**src/rtl/sipo_deserializer_if.sv**
```systemverilog
// sipo_deserializer_if: serial-in and parallel-out bundle between a bit source/sink and the deserializer.
interface sipo_deserializer_if #(
    parameter int WIDTH = 4
);
    localparam int CW = $clog2(WIDTH) + 1;
    logic             clr;
    logic             sin;
    logic             sin_valid;
    logic             pout_ready;
    logic [WIDTH-1:0] pout;
    logic             pout_valid;
    logic [CW-1:0]    bit_cnt;
    logic             overrun;
    modport master (
        output clr, sin, sin_valid, pout_ready,
        input  pout, pout_valid, bit_cnt, overrun
    );
    modport slave (
        input  clr, sin, sin_valid, pout_ready,
        output pout, pout_valid, bit_cnt, overrun
    );
endinterface

```
**src/rtl/sipo_deserializer.sv**
```systemverilog
// sipo_deserializer: double-buffered serial-to-parallel converter with an EMPTY/FULL holding register and sticky overrun.
module sipo_deserializer #(
    parameter int WIDTH     = 4,
    parameter bit MSB_FIRST = 1'b1
) (
    input logic              clk,
    input logic              rst,
    sipo_deserializer_if.slave bus
);
    localparam int CW = $clog2(WIDTH) + 1;
    localparam logic [0:0] EMPTY = 1'b0;
    localparam logic [0:0] FULL  = 1'b1;

    logic [WIDTH-1:0] r_shift;
    logic [CW-1:0]    r_cnt;
    logic [0:0]       r_state;
    logic [WIDTH-1:0] r_hold;
    logic             r_ovr;
    logic [WIDTH-1:0] w_next;
    logic             w_done;
    logic [0:0]       w_state_nxt;

    always_comb begin
        w_next      = MSB_FIRST ? {r_shift[WIDTH-2:0], bus.sin} : {bus.sin, r_shift[WIDTH-1:1]};
        w_done      = !bus.clr && bus.sin_valid && (r_cnt == CW'(WIDTH - 1));
        w_state_nxt = w_done ? FULL : (r_state == FULL && bus.pout_ready) ? EMPTY : r_state;
    end

    always_ff @(posedge clk) begin
        if (rst) begin
            r_shift <= '0;
            r_cnt   <= '0;
            r_state <= EMPTY;
            r_hold  <= '0;
            r_ovr   <= 1'b0;
        end else begin
            if (bus.clr) begin
                r_shift <= '0;
                r_cnt   <= '0;
            end else if (bus.sin_valid) begin
                r_shift <= w_next;
                r_cnt   <= w_done ? '0 : r_cnt + 1'b1;
            end
            // a completed word is only dropped when the holding register is full and not being drained
            if (bus.clr)
                r_ovr <= 1'b0;
            else if (w_done && r_state == FULL && !bus.pout_ready)
                r_ovr <= 1'b1;
            if (w_done && (r_state == EMPTY || bus.pout_ready))
                r_hold <= w_next;
            r_state <= w_state_nxt;
        end
    end

    assign bus.pout       = r_hold;
    assign bus.pout_valid = (r_state == FULL);
    assign bus.bit_cnt    = r_cnt;
    assign bus.overrun    = r_ovr;
endmodule

```
**src/flat_wrapper.sv**
```systemverilog
// flat-port wrapper written by rule: the top's interface ports become plain ports
module sipo_deserializer_flat 
#(
    parameter int WIDTH     = 4,
    parameter bit MSB_FIRST = 1'b1
)
  (clk, rst, bus_clr, bus_sin, bus_sin_valid, bus_pout_ready, bus_pout, bus_pout_valid, bus_bit_cnt, bus_overrun);
  sipo_deserializer_if #(.WIDTH(WIDTH)) bus_i ();
  input logic clk;
  input logic rst;
  input wire logic [$bits(bus_i.clr)-1:0] bus_clr;
  input wire logic [$bits(bus_i.sin)-1:0] bus_sin;
  input wire logic [$bits(bus_i.sin_valid)-1:0] bus_sin_valid;
  input wire logic [$bits(bus_i.pout_ready)-1:0] bus_pout_ready;
  output wire logic [$bits(bus_i.pout)-1:0] bus_pout;
  output wire logic [$bits(bus_i.pout_valid)-1:0] bus_pout_valid;
  output wire logic [$bits(bus_i.bit_cnt)-1:0] bus_bit_cnt;
  output wire logic [$bits(bus_i.overrun)-1:0] bus_overrun;
  assign bus_i.clr = bus_clr;
  assign bus_i.sin = bus_sin;
  assign bus_i.sin_valid = bus_sin_valid;
  assign bus_i.pout_ready = bus_pout_ready;
  assign bus_pout = bus_i.pout;
  assign bus_pout_valid = bus_i.pout_valid;
  assign bus_bit_cnt = bus_i.bit_cnt;
  assign bus_overrun = bus_i.overrun;
  sipo_deserializer #(.WIDTH(WIDTH), .MSB_FIRST(MSB_FIRST)) u_core (.clk(clk), .rst(rst), .bus(bus_i));
endmodule
```
**config.mk**
```make
export PLATFORM = sky130hd
export DESIGN_NAME = sipo_deserializer_flat
export DESIGN_NICKNAME = d
export VERILOG_FILES = /design/src/rtl/sipo_deserializer_if.sv /design/src/rtl/sipo_deserializer.sv /design/src/flat_wrapper.sv
export SDC_FILE = /design/constraint.sdc
export NUM_CORES = 1
export LEC_CHECK = 0
export BUFFER_PORTS_ARGS = -buffer_cell sky130_fd_sc_hd__buf_2
export CAP_MARGIN = 20
export CORE_AREA = 4 4 41 43
export CTS_BUF_LIST = sky130_fd_sc_hd__clkbuf_16
export DETAILED_ROUTE_END_ITERATION = 7
export DIE_AREA = 0 0 45 47
export GPL_ROUTABILITY_DRIVEN = 0
export PLACE_DENSITY = 0.62
export SYNTH_ARGS = -nofsm -noshare
export SYNTH_HDL_FRONTEND = slang
export SYNTH_SLANG_ARGS = --single-unit
export TNS_END_PERCENT = 100
```
**constraint.sdc**
```tcl
create_clock -name clk -period 1.3 [get_ports clk]
set_input_delay 0.065 -clock clk [delete_from_list [all_inputs] [get_ports clk]]
set_output_delay 0.065 -clock clk [all_outputs]
set_load 0.02 [all_outputs]
```
### Word-level counts from Yosys, hierarchy flattened

Index checks and enable logic that the tools add are counted.

* add/subtract/negate cells: 1
* divide/modulo/power cells: 0
* reductions and logical operators: 11
* bitwise gates (word level): 1
* eq/ne operators: 1
* order comparisons: 0
* muxes and demuxes: 3
* shift operators: 0
* multiply operators: 0

Operators by type and width (number)
* logical AND 1 bit: 6
* adder 3 x 1 -> 3 bit (second input constant): 1
* == test 3 x 2 -> 1 bit (second input constant): 1
* 2-to-1 mux 3 bit: 1
* logical NOT 1 bit: 2
* 2-to-1 mux 1 bit: 2
* nonzero test 2 bit: 1
* OR reduction 2 bit: 1
* logical OR 1 bit: 1
* inverter 1 bit: 1

* register bits: 12
* output and inout port bits: 9
* input port bits: 6
* memory bits (writable): 0
* bits in read-only memories: 0
* word-level logic and storage cells: 22
* latch bits: 0
* memories kept: 0

### Longest topological paths before layout

Gate-level depths: netlist of the first run.

* depth in word-level cells: 5
* mapped depth: 5
* depth with buffers taken out: 4

### Worst setup path before layout of the first run

OpenSTA, ideal clock, no wires.

* path type: register -> register
* start point: register u_core.r_cnt[1], in the netlist u_core.bus.bit_cnt[1]
* end point: register u_core.r_hold[0], in the netlist u_core.bus.pout[0]
* stages on the path, launching flop included: 6
* setup time: 0.072 ns
* required time: 1.228 ns
* path buffers: 1
* arrival: 1.247 ns
* clock period less this slack: 1.319 ns
* setup slack: -0.019 ns
* path through: dfxtp_1 ha_1 nand4bb_4 nor2b_2 buf_6 mux2i_1

* longest elaborated chain between the ends: 3

RTL lines
* start: declaration: line sipo_deserializer.sv:15 `logic [CW-1:0] r_cnt;`
* start signal: assignment: line sipo_deserializer.sv:42 `r_cnt <= w_done ? '0 : r_cnt + 1'b1;`
* == test 3 x 2 -> 1 bit: line sipo_deserializer.sv:25 `w_done = !bus.clr && bus.sin_valid && (r_cnt == CW'(WIDTH - 1));`
* logical AND 1 bit: line sipo_deserializer.sv:25
* logical AND 1 bit: line sipo_deserializer.sv:49 `if (w_done && (r_state == EMPTY || bus.pout_ready))`
* end signal: assignment: line sipo_deserializer.sv:50 `r_hold <= w_next;`
* end: declaration: line sipo_deserializer.sv:17 `logic [WIDTH-1:0] r_hold;`

Every way passes these cells.
A chain may end at the register's enable or synchronous reset.

### Worst setup path in the final report of the first run

* start point: register u_core.r_cnt[0], in the netlist u_core.bus.bit_cnt[0]
* end point: register u_core.r_hold[3], in the netlist u_core.bus.pout[3]

Same word-level chain as after synthesis.

==> results.txt, run 1 <==
number of antenna violations at the first check in global routing: 0
Synth area leader: dfxtp_1
endpoint required time on the critical path: 1.46 ns
number of cell instances on the worst register-to-register path: 4
Worst Setup Start Kind: flip-flop
CTS tree: done
Reg2Reg Capture Point: u_core.bus.pout[3]
number of sinks on the clock net: 12
fin crit period: 1.16 ns
Vias/cell: 4.71
number of rows created at floorplan: 13
met2 Usage GRT: 15.3%
Clock Skew: 0.00115 ns
share of synthesized registers carrying an async set or reset: 0%
syn avg cell area: 10.9 sq um
global routing usage summed across all routing layers: 10.8%
prevailing post-synth register cell: dfxtp_1
worst hold start: rst
CP Data Arrival Time: 1.32 ns
maximum net fanout on the critical path: 4
Die H: 47 um
starting density of the core: 41.8%
Synth Register Bits: 12
Hold Path Cell Cnt: 2
global-route wire length before repair: 1560 um
most frequent cell after synthesis: dfxtp_1
delay-heaviest family, CP: flip-flops
total CTS buffers: 3
setup TNS: 0 ns
placed cell count: 77
GR met1 Demand/Resource: 13.4%
Avg WL per Cell: 11.9 um
number of different library cells in the post-synthesis netlist: 17
max-capacitance violation count: 0
Clock Tree Buf Depth: 2
final setup violation count: 0
number of buffers and inverters on the critical path: 0
DRC violations left: 0
routed vias: 377
remaining antenna violation count after routing: 0
DRT iter0 DRCs: 0
chain of cells forming the critical path: ha_1 > nand4bb_4 > nor2b_4 > mux2i_1
detailed-routing iteration count for the pre-antenna-repair pass: 1
sequential cell area fraction in the yosys report: 44.1%
via count of the first global-routing pass: 354
wire length after detailed routing: 954 um
outcome: finished clean
static power due to leakage: 0.297 nW
stage delay of the slowest cell on the critical path: 0.34 ns
cts-stage hold buffer count: 0
origin of the critical flop-to-flop path: u_core.bus.bit_cnt[0]
number of placed I/O pins: 15
area delta synth->final: 27.8%
Register-to-Register Setup Slack: 0.14 ns
number of hold violations in the final report: 0
pin count of the biggest net entering global routing: 12
clock transition at the registers of the reported paths: 0.04 ns
Slowest cell on crit path: dfxtp_2
Post-Route Utilization: 53.5%
commonest cells in the netlist: dfxtp_1 (12), mux2i_1 (7), nand2b_2 (7), nor2_1 (5), a21oi_1 (4)
clock insertion delay at the later pin of the skew report: 0.23 ns
proportion of netlist area held by the largest area contributor: 44.1%
max frequency: 0.860 GHz
most congested layer reported by global routing: met2
yosys synthesis warning count: 0
die width: 45 um
fraction of final layout cells with drive strength greater than 1: 46.2%
area of the die: 2120 sq um
Pwr per Cell Area: 1380 nW/um^2
combined area of all synthesized cells: 544 sq um
area taken by multi-input logic gates: 282 sq um
part of the cycle the worst path needs: 89.4%
net count after synthesis: 57
met3 usage: 3.45%
number of instances in the synthesized netlist: 50
CTS Root Buffer Type: clkbuf_16
post-route insts no fill: 80
Worst setup EP type: flip-flop
worst hold slack: 0.0967 ns
unrepaired setup endpoints after global routing: no
number of buffer cells added on primary ports: 14
Hold WC Path Type: in -> reg
Antenna diodes: 0
total of fill cells in the finished design: 130
top cells by area in the synthesized netlist: dfxtp_1 (44%), mux2i_1 (13%), nand2b_2 (11%)
final count of pins violating max slew: 0
DPL Wire Length: 678 um
worst IR drop on VDD: 0.643 mV
Slew @ Worst Pin: 0.214 ns
Crit Path Class: reg -> reg
fin nets: 74
relative slew slack: 85.7%
GRT Residual Overflow: 0
sequential cell area: 243 sq um
capture endpoint of the worst hold path: u_core.bus.pout_valid
number of enable flip-flop cells after synthesis: 0
H-Tree Level Count: 1
Floorplan Core Area: 1300 sq um
## worst max path at each step
stage,start,to,cells after the start
6_report,u_core.bus.bit_cnt[0],u_core.bus.pout[3],4
5_1_grt,u_core.bus.bit_cnt[1],u_core.bus.pout[3],4
4_1_cts,u_core.bus.bit_cnt[0],u_core.bus.pout[3],4
3_5_place_dp,u_core.bus.bit_cnt[0],u_core.bus.pout[3],4
3_3_place_gp,u_core.bus.bit_cnt[0],u_core.bus.pout[3],4
2_1_floorplan,u_core.bus.bit_cnt[1],u_core.bus.pout[0],5
## what timing repair did
| item | CTS | global route |
|---|---|---|
| buffers inserted | 0 | 0 |
| resized for setup | 0 | 1 |
| endpoints found under the setup margin | 0 | 4 |
## flip-flops by register name, indices dropped and copies added, names as in the netlist
register               cells
u_core.bus.bit_cnt         3
u_core.bus.overrun         1
u_core.r_shift             3
u_core.bus.pout_valid      1
u_core.bus.pout            4
## cell usage in the layout, fill, tap and decap left out, types with 2 or more instances in the layout
cell / count
mux2i_1: 7
nand2b_2: 7
dfxtp_2: 2
clkbuf_16: 3
buf_2: 14
a21oi_1: 4
nor2_1: 5
dfxtp_1: 10
nand2b_1: 3
## area by class of cell
| cell class | count | share of cell area (%) |
|---|---|---|
| Sequential cell | 12 | 34.9 |
| Multi-Input combinational cell | 35 | 40.5 |
| Timing Repair Buffer | 15 | 11.2 |
| Tap cell | 15 | 2.70 |
| Clock buffer | 3 | 10.8 |
## routing by layer
layer,vias up,routed length [um]
met5,-,0
met4,0,8
met1,169,446
met2,7,444
met3,2,55
li1,199,-
## cell families (layout without fill, tap and decap cells)
| group | after synthesis | count (layout) | synth area share, % |
|---|---|---|---|
| compound gates | 5 | 5 | 5.06 |
| fa+ha+maj | 1 | 1 | 2.30 |
| buf+inv | 3 | 18 | 5.06 |
| flops | 12 | 12 | 44.1 |
| mux | 7 | 7 | 12.9 |
| simple gates | 22 | 22 | 30.6 |
## per-stage QoR
step	total power (W)	worst slack [ns]	cell area, sq um
finish	0.000960	0.138	696
global route	0.000993	0.0276	696
CTS	0.000980	0.0446	691
detailed placement	0.000426	0.0646	616
global placement	0.000427	0.0677	616
floorplan	0.000416	0.0823	547
## where the power goes
| part | internal (W) | switching (W) |
|---|---|---|
| Clock | 0.000399 | 0.000140 |
| Combinational | 0.0000229 | 0.0000214 |
| Sequential | 0.000373 | 0.00000331 |
| Total | 0.000795 | 0.000165 |
Power figures use the tool's default switching activity.
==> run 2: changes to the inputs <==
--- a/config.mk
+++ b/config.mk
@@ -12,6 +12,7 @@
 export DETAILED_ROUTE_END_ITERATION = 7
 export DIE_AREA = 0 0 45 47
 export GPL_ROUTABILITY_DRIVEN = 0
+export GPL_TIMING_DRIVEN = 0
 export PLACE_DENSITY = 0.62
 export SYNTH_ARGS = -nofsm -noshare
 export SYNTH_HDL_FRONTEND = slang
==> results.txt, run 2 (synthesis gave the netlist of run 1 again) <==
outcome: finished clean (unchanged)
fin nets: 75 (was 74)
unrepaired setup endpoints after global routing: no (unchanged)
Clock Tree Buf Depth: 2 (unchanged)
DPL Wire Length: 676 um (was 678 um)
global-route wire length before repair: 1610 um (was 1560 um)
Antenna diodes: 0 (unchanged)
internal power contribution: 0.000804 W (was 0.000795 W)
total placed instance area: 631 sq um (was 616 sq um)
Slew @ Worst Pin: 0.175 ns (was 0.214 ns)
origin of the critical flop-to-flop path: u_core.bus.bit_cnt[0] (unchanged)
clock network fraction of design power: 57.0% (was 56.2%)
sequential cell area: 243 sq um (unchanged)
Floorplan Core Area: 1300 sq um (unchanged)
starting density of the core: 41.8% (unchanged)
sequential fraction of design power: 38.2% (was 39.2%)
Largest register FFs: 4 (unchanged)
maximum net fanout on the critical path: 5 (was 4)
switching share of power: 18.5% (was 17.2%)
number of buffer cells added on primary ports: 13 (was 14)
Vias/cell: 4.76 (was 4.71)
static power due to leakage: 0.297 nW (about the same)
pin count of the biggest net entering global routing: 11 (was 12)
commonest cells after routing, fill and taps aside: buf_2 (13), dfxtp_1 (10), nand2b_2 (7), mux2i_1 (7), nor2_1 (5) (was buf_2 (14), dfxtp_1 (10), nand2b_2 (7), mux2i_1 (7), nor2_1 (5))
DRC violations left: 0 (unchanged)
fin crit period: 1.19 ns (was 1.16 ns)
Post-Route Utilization: 55.5% (was 53.5%)
number of antenna violations at the first check in global routing: 0 (unchanged)
post-CTS setup-driven buffer insertion count: 0 (unchanged)
final cell area excluding filler cells: 722 sq um (was 696 sq um)
area of the die: 2120 sq um (unchanged)
remaining antenna violation count after routing: 0 (unchanged)
clock transition at the registers of the reported paths: 0.04 ns (about the same)
routed vias: 390 (was 377)
met2 Usage GRT: 17.2% (was 15.3%)
met3 usage: 4.60% (was 3.45%)
most congested layer reported by global routing: met2 (unchanged)
number of rows created at floorplan: 13 (unchanged)
worst hold start: bus_sin_valid (was rst)
final setup violation count: 0 (unchanged)
Worst Setup Start Kind: flip-flop (unchanged)
launch point of the worst path: u_core.bus.bit_cnt[0] (unchanged)
DRT iter0 DRCs: 2 (was 0)
endpoint required time on the critical path: 1.46 ns (about the same)
Hold WC Path Type: in -> reg (unchanged)
fraction of final layout cells with drive strength greater than 1: 47.8% (was 46.2%)
post-route insts no fill: 82 (was 80)
area taken by multi-input logic gates: 289 sq um (was 282 sq um)
total CTS buffers: 3 (unchanged)
GRT Residual Overflow: 0 (unchanged)
setup TNS: 0 ns (unchanged)
power spent charging and discharging nets: 0.000183 W (was 0.000165 W)
max frequency: 0.837 GHz (was 0.860 GHz)
clock insertion delay at the later pin of the skew report: 0.24 ns (was 0.23 ns)
placed cell count: 78 (was 77)
Clock Skew: 0.00355 ns (was 0.00115 ns)
Die H: 47 um (unchanged)
number of placed I/O pins: 15 (unchanged)
CP Data Arrival Time: 1.36 ns (was 1.32 ns)
final count of pins violating max slew: 0 (unchanged)
Pwr per Cell Area: 1370 nW/um^2 (was 1380 nW/um^2)
die width: 45 um (unchanged)
detailed-routing iteration count for the pre-antenna-repair pass: 2 (was 1)
H-Tree Level Count: 1 (unchanged)
relative slew slack: 88.3% (was 85.7%)
wire length after detailed routing: 935 um (was 954 um)
GR met1 Demand/Resource: 12.4% (was 13.4%)
number of hold violations in the final report: 0 (unchanged)
via count of the first global-routing pass: 381 (was 354)
worst IR drop on VDD: 0.788 mV (was 0.643 mV)
max-capacitance violation count: 0 (unchanged)
Avg WL per Cell: 11.4 um (was 11.9 um)
CTS Root Buffer Type: clkbuf_16 (unchanged)
Crit Path Class: reg -> reg (unchanged)
Worst setup EP type: flip-flop (unchanged)
total of fill cells in the finished design: 126 (was 130)
part of the cycle the worst path needs: 91.9% (was 89.4%)
most common cell after layout, fill and taps aside: buf_2 (unchanged)
global routing usage summed across all routing layers: 11.0% (was 10.8%)
combinational power share: 4.8% (was 4.6%)
number of sinks on the clock net: 12 (unchanged)
CTS tree: done (unchanged)
area delta synth->final: 32.6% (was 27.8%)
## run 2: what timing repair did
action | in CTS | in global routing
setup endpoints to repair | 0 | 3
hold endpoints to repair | 0 | 0
resized for setup | 0 | 2
hold buffers | 0 | 0
## run 2: per-layer routing
| layer | share of wire [%] | vias to the layer above |
|---|---|---|
| met5 | 0 | - |
| met4 | 1.1 | 0 |
| met3 | 3.7 | 2 |
| met2 | 46 | 7 |
| met1 | 49 | 181 |
| li1 | - | 200 |
## run 2: critical path: stages, from the launching register on
cell and delay [ns]:
dfxtp_2 0.37, ha_4 0.16, nand4bb_4 0.14, nor2b_2 0.15
buf_6 0.12, mux2i_1 0.18
## run 2: layout make-up
cell class / instances / area share [%]
sequential: 12 / 33.6
buffer: 3 / 3.81
timing repair buffer: 13 / 9.01
clock inverter: 1 / 0.520
multi-input combinational: 35 / 40.0
clock buffer: 3 / 10.4
tap: 15 / 2.60
## run 2: power by group through the flow
stage	sequential [W]	combinational, W	clock (W)
after floorplan	0.000384	0.0000316	0
after global placement	0.000382	0.0000473	0
after detailed placement	0.000382	0.0000475	0
after CTS	0.000376	0.0000478	0.000580
after global routing	0.000377	0.0000540	0.000601
final	0.000377	0.0000477	0.000562
## run 2: final timing paths
check	to	slack [ns]	cells past startpoint
worst max-delay path	u_core.bus.pout[1]	0.11	5
worst min-delay path	u_core.bus.bit_cnt[2]	0.06	2
worst max register to register	u_core.bus.pout[1]	0.11	5
worst min register to register	u_core.bus.overrun	0.45	1
## run 2: through the flow
step	hold slack, ns	power, W	worst slack, ns
after global routing	0.0814	0.00103	0.0192
after floorplan	0.212	0.000416	0.0823
after detailed placement	0.314	0.000430	0.0660
final	0.0641	0.000987	0.105
after global placement	0.310	0.000430	0.0837
after CTS	0.0641	0.00100	0.0458
==> run 3: changes to the inputs <==
--- a/config.mk
+++ b/config.mk
@@ -5,6 +5,7 @@
 export SDC_FILE = /design/constraint.sdc
 export NUM_CORES = 1
 export LEC_CHECK = 0
+export ABC_AREA = 1
 export BUFFER_PORTS_ARGS = -buffer_cell sky130_fd_sc_hd__buf_2
 export CAP_MARGIN = 20
 export CORE_AREA = 4 4 41 43
@@ -13,7 +14,7 @@
 export DIE_AREA = 0 0 45 47
 export GPL_ROUTABILITY_DRIVEN = 0
 export GPL_TIMING_DRIVEN = 0
-export PLACE_DENSITY = 0.62
+export PLACE_DENSITY = 0.57
 export SYNTH_ARGS = -nofsm -noshare
 export SYNTH_HDL_FRONTEND = slang
 export SYNTH_SLANG_ARGS = --single-unit
==> results.txt, run 3 <==
Crit Path Class: reg -> reg (unchanged)
top cells by area in the synthesized netlist: dfxtp_1 (49%), nand2_1 (12%), inv_1 (8.5%) (was dfxtp_1 (44%), mux2i_1 (13%), nand2b_2 (11%))
placed cell count: 94 (was 78)
CTS tree: done (unchanged)
Hold WC Path Type: in -> reg (unchanged)
endpoint required time on the critical path: 1.43 ns (was 1.46 ns)
commonest cells after routing, fill and taps aside: nand2_1 (15), buf_2 (14), dfxtp_1 (12) (was buf_2 (13), dfxtp_1 (10), nand2b_2 (7), mux2i_1 (7), nor2_1 (5))
proportion of netlist area held by the largest area contributor: 49.2% (was 44.1%)
clock insertion delay at the later pin of the skew report: 0.24 ns (about the same)
Pwr per Cell Area: 1480 nW/um^2 (was 1370 nW/um^2)
die width: 45 um (unchanged)
part of the cycle the worst path needs: 82.5% (was 91.9%)
setup slack at placement: 0.240 ns (was 0.0660 ns)
overall power of the completed layout: 0.000964 W (was 0.000987 W)
met2 Usage GRT: 14.1% (was 17.2%)
Register-to-Register Setup Slack: 0.23 ns (was 0.11 ns)
Vias/cell: 4.37 (was 4.76)
via count of the first global-routing pass: 379 (was 381)
number of rows created at floorplan: 13 (unchanged)
routed vias: 424 (was 390)
number of sinks on the clock net: 12 (unchanged)
total CTS buffers: 3 (unchanged)
number of buffer cells added on primary ports: 14 (was 13)
area taken by multi-input logic gates: 203 sq um (was 289 sq um)
fraction of final layout cells with drive strength greater than 1: 25.6% (was 47.8%)
Synth Register Bits: 12 (unchanged)
prevailing post-synth register cell: dfxtp_1 (unchanged)
post-route insts no fill: 97 (was 82)
CTS Root Buffer Type: clkbuf_16 (unchanged)
sequential cell area: 240 sq um (was 243 sq um)
global-route wire length before repair: 1590 um (was 1610 um)
cts-stage hold buffer count: 0 (unchanged)
Largest register FFs: 4 (unchanged)
Avg WL per Cell: 9.42 um (was 11.4 um)
H-Tree Level Count: 1 (unchanged)
Antenna diodes: 0 (unchanged)
most congested layer reported by global routing: met2 (unchanged)
final count of pins violating max slew: 0 (unchanged)
fin crit period: 1.07 ns (was 1.19 ns)
worst IR drop on VDD: 0.903 mV (was 0.788 mV)
GRT Residual Overflow: 0 (unchanged)
yosys synthesis warning count: 0 (unchanged)
chain of cells forming the critical path: ha_1 > nand2_2 > inv_2 > nand3_4 > nor2_1 > nor2_1 (was ha_4 > nand4bb_4 > nor2b_2 > buf_6 > mux2i_1)
global routing usage summed across all routing layers: 10.8% (was 11.0%)
met3 usage: 7.28% (was 4.60%)
pin count of the biggest net entering global routing: 9 (was 11)
Slew @ Worst Pin: 0.167 ns (was 0.175 ns)
Post-Route Utilization: 50.1% (was 55.5%)
remaining antenna violation count after routing: 0 (unchanged)
number of hold violations in the final report: 0 (unchanged)
share of synthesized registers carrying an async set or reset: 0% (unchanged)
Floorplan Core Area: 1300 sq um (unchanged)
most frequent cell after synthesis: nand2_1 (was dfxtp_1)
maximum net fanout on the critical path: 8 (was 5)
relative slew slack: 88.8% (was 88.3%)
critical path's most frequent cell: nor2_1
clock transition at the registers of the reported paths: 0.04 ns (about the same)
DRC violations left: 0 (unchanged)
net count after synthesis: 72 (was 57)
Clock Tree Buf Depth: 2 (unchanged)
total of fill cells in the finished design: 134 (was 126)
Die H: 47 um (unchanged)
area delta synth->final: 33.6% (was 32.6%)
syn avg cell area: 7.51 sq um (was 10.9 sq um)
CP Data Arrival Time: 1.20 ns (was 1.36 ns)
number of enable flip-flop cells after synthesis: 0 (unchanged)
number of antenna violations at the first check in global routing: 0 (unchanged)
Worst setup EP type: flip-flop (unchanged)
wire length after detailed routing: 914 um (was 935 um)
outcome: finished clean (unchanged)
quantity of gates resized following cts: 0 (unchanged)
Synth area leader: dfxtp_1 (unchanged)
final setup violation count: 0 (unchanged)
commonest cells in the netlist: nand2_1 (15), dfxtp_1 (12), inv_1 (11), nor2_1 (10), a21oi_1 (7) (was dfxtp_1 (12), mux2i_1 (7), nand2b_2 (7), nor2_1 (5), a21oi_1 (4))
number of different library cells in the post-synthesis netlist: 13 (was 17)
stage delay of the slowest cell on the critical path: 0.36 ns (was 0.37 ns)
unrepaired setup endpoints after global routing: no (unchanged)
Worst Setup Start Kind: flip-flop (unchanged)
setup TNS: 0 ns (unchanged)
sequential cell area fraction in the yosys report: 49.2% (was 44.1%)
GR met1 Demand/Resource: 13.4% (was 12.4%)
Slowest cell on crit path: dfxtp_1 (was dfxtp_2)
area of the die: 2120 sq um (unchanged)
most common cell after layout, fill and taps aside: nand2_1 (was buf_2)
starting density of the core: 37.5% (was 41.8%)
fin nets: 91 (was 75)
Clock Skew: 0.00238 ns (was 0.00355 ns)
max-capacitance violation count: 0 (unchanged)
DRT iter0 DRCs: 8 (was 2)
number of instances in the synthesized netlist: 65 (was 50)
static power due to leakage: 0.334 nW (was 0.297 nW)
detailed-routing iteration count for the pre-antenna-repair pass: 4 (was 2)
post-CTS setup-driven buffer insertion count: 0 (unchanged)
number of placed I/O pins: 15 (unchanged)
DPL Wire Length: 700 um (was 676 um)
combined area of all synthesized cells: 488 sq um (was 544 sq um)
max frequency: 0.933 GHz (was 0.837 GHz)
setup slack after layout: 0.228 ns (was 0.105 ns)
## run 3: changes by cell type in the layout (fill, tap and decap cells not counted), sizes merged, moves of 2 or more
cell    previous run  this run
mux2i              7         0
o21ai              0         2
inv                0        12
nand2              1        16
nand3              1         3
a21oi              4         7
nor2               5        11
nand2b            10         0
## run 3: cells by family after synthesis
family | after synthesis | share of synthesized area, %
AND/OR/NAND/NOR | 31 | 29.7
buffers and inverters | 12 | 9.23
flip-flops | 12 | 49.2
AO/OA/AOI/OAI | 9 | 9.23
adder cells (fa/ha/maj) | 1 | 2.56
## run 3: final timing paths
check,from,endpoint,cells after the start
hold reg to reg,u_core.bus.overrun,u_core.bus.overrun,2
setup / recovery,u_core.bus.bit_cnt[0],u_core.bus.pout[2],6
hold / removal,rst,u_core.bus.pout_valid,2
setup reg to reg,u_core.bus.bit_cnt[0],u_core.bus.pout[2],6
## run 3: layout make-up
type                    instances  area share [%]
repair buffers                 14            10.7
well taps                      15            2.88
clock buffers                   3            11.5
multi-input cells              41            31.1
flip-flops and latches         12            36.9
inverters                      12            6.91
## run 3: per-stage QoR
stage | hold WS, ns | instance area (sq um)
after floorplan | 0.134 | 488
after global placement | 0.262 | 577
after detailed placement | 0.265 | 577
after CTS | 0.0168 | 652
after global routing | 0.0283 | 652
final | 0.0187 | 652
## run 3: routing by layer
metal  share of wire, %  vias to the layer above
met2                 43                       13
met5                  0                        -
met1                 48                      175
li1                   -                      236
met3                8.5                        0
met4                  0                        0
## run 3: where the power goes
| group | internal (W) | switching (W) |
|---|---|---|
| sequential | 0.000374 | 0.00000319 |
| combinational | 0.0000134 | 0.0000254 |
| clock | 0.000400 | 0.000148 |
## run 3: critical path, delay by kind of cell, from the launching register on
kind          cells  cell delay, ns
fa+ha+maj         1            0.17
buf+inv           1            0.09
flops             1            0.36
simple gates      4            0.36
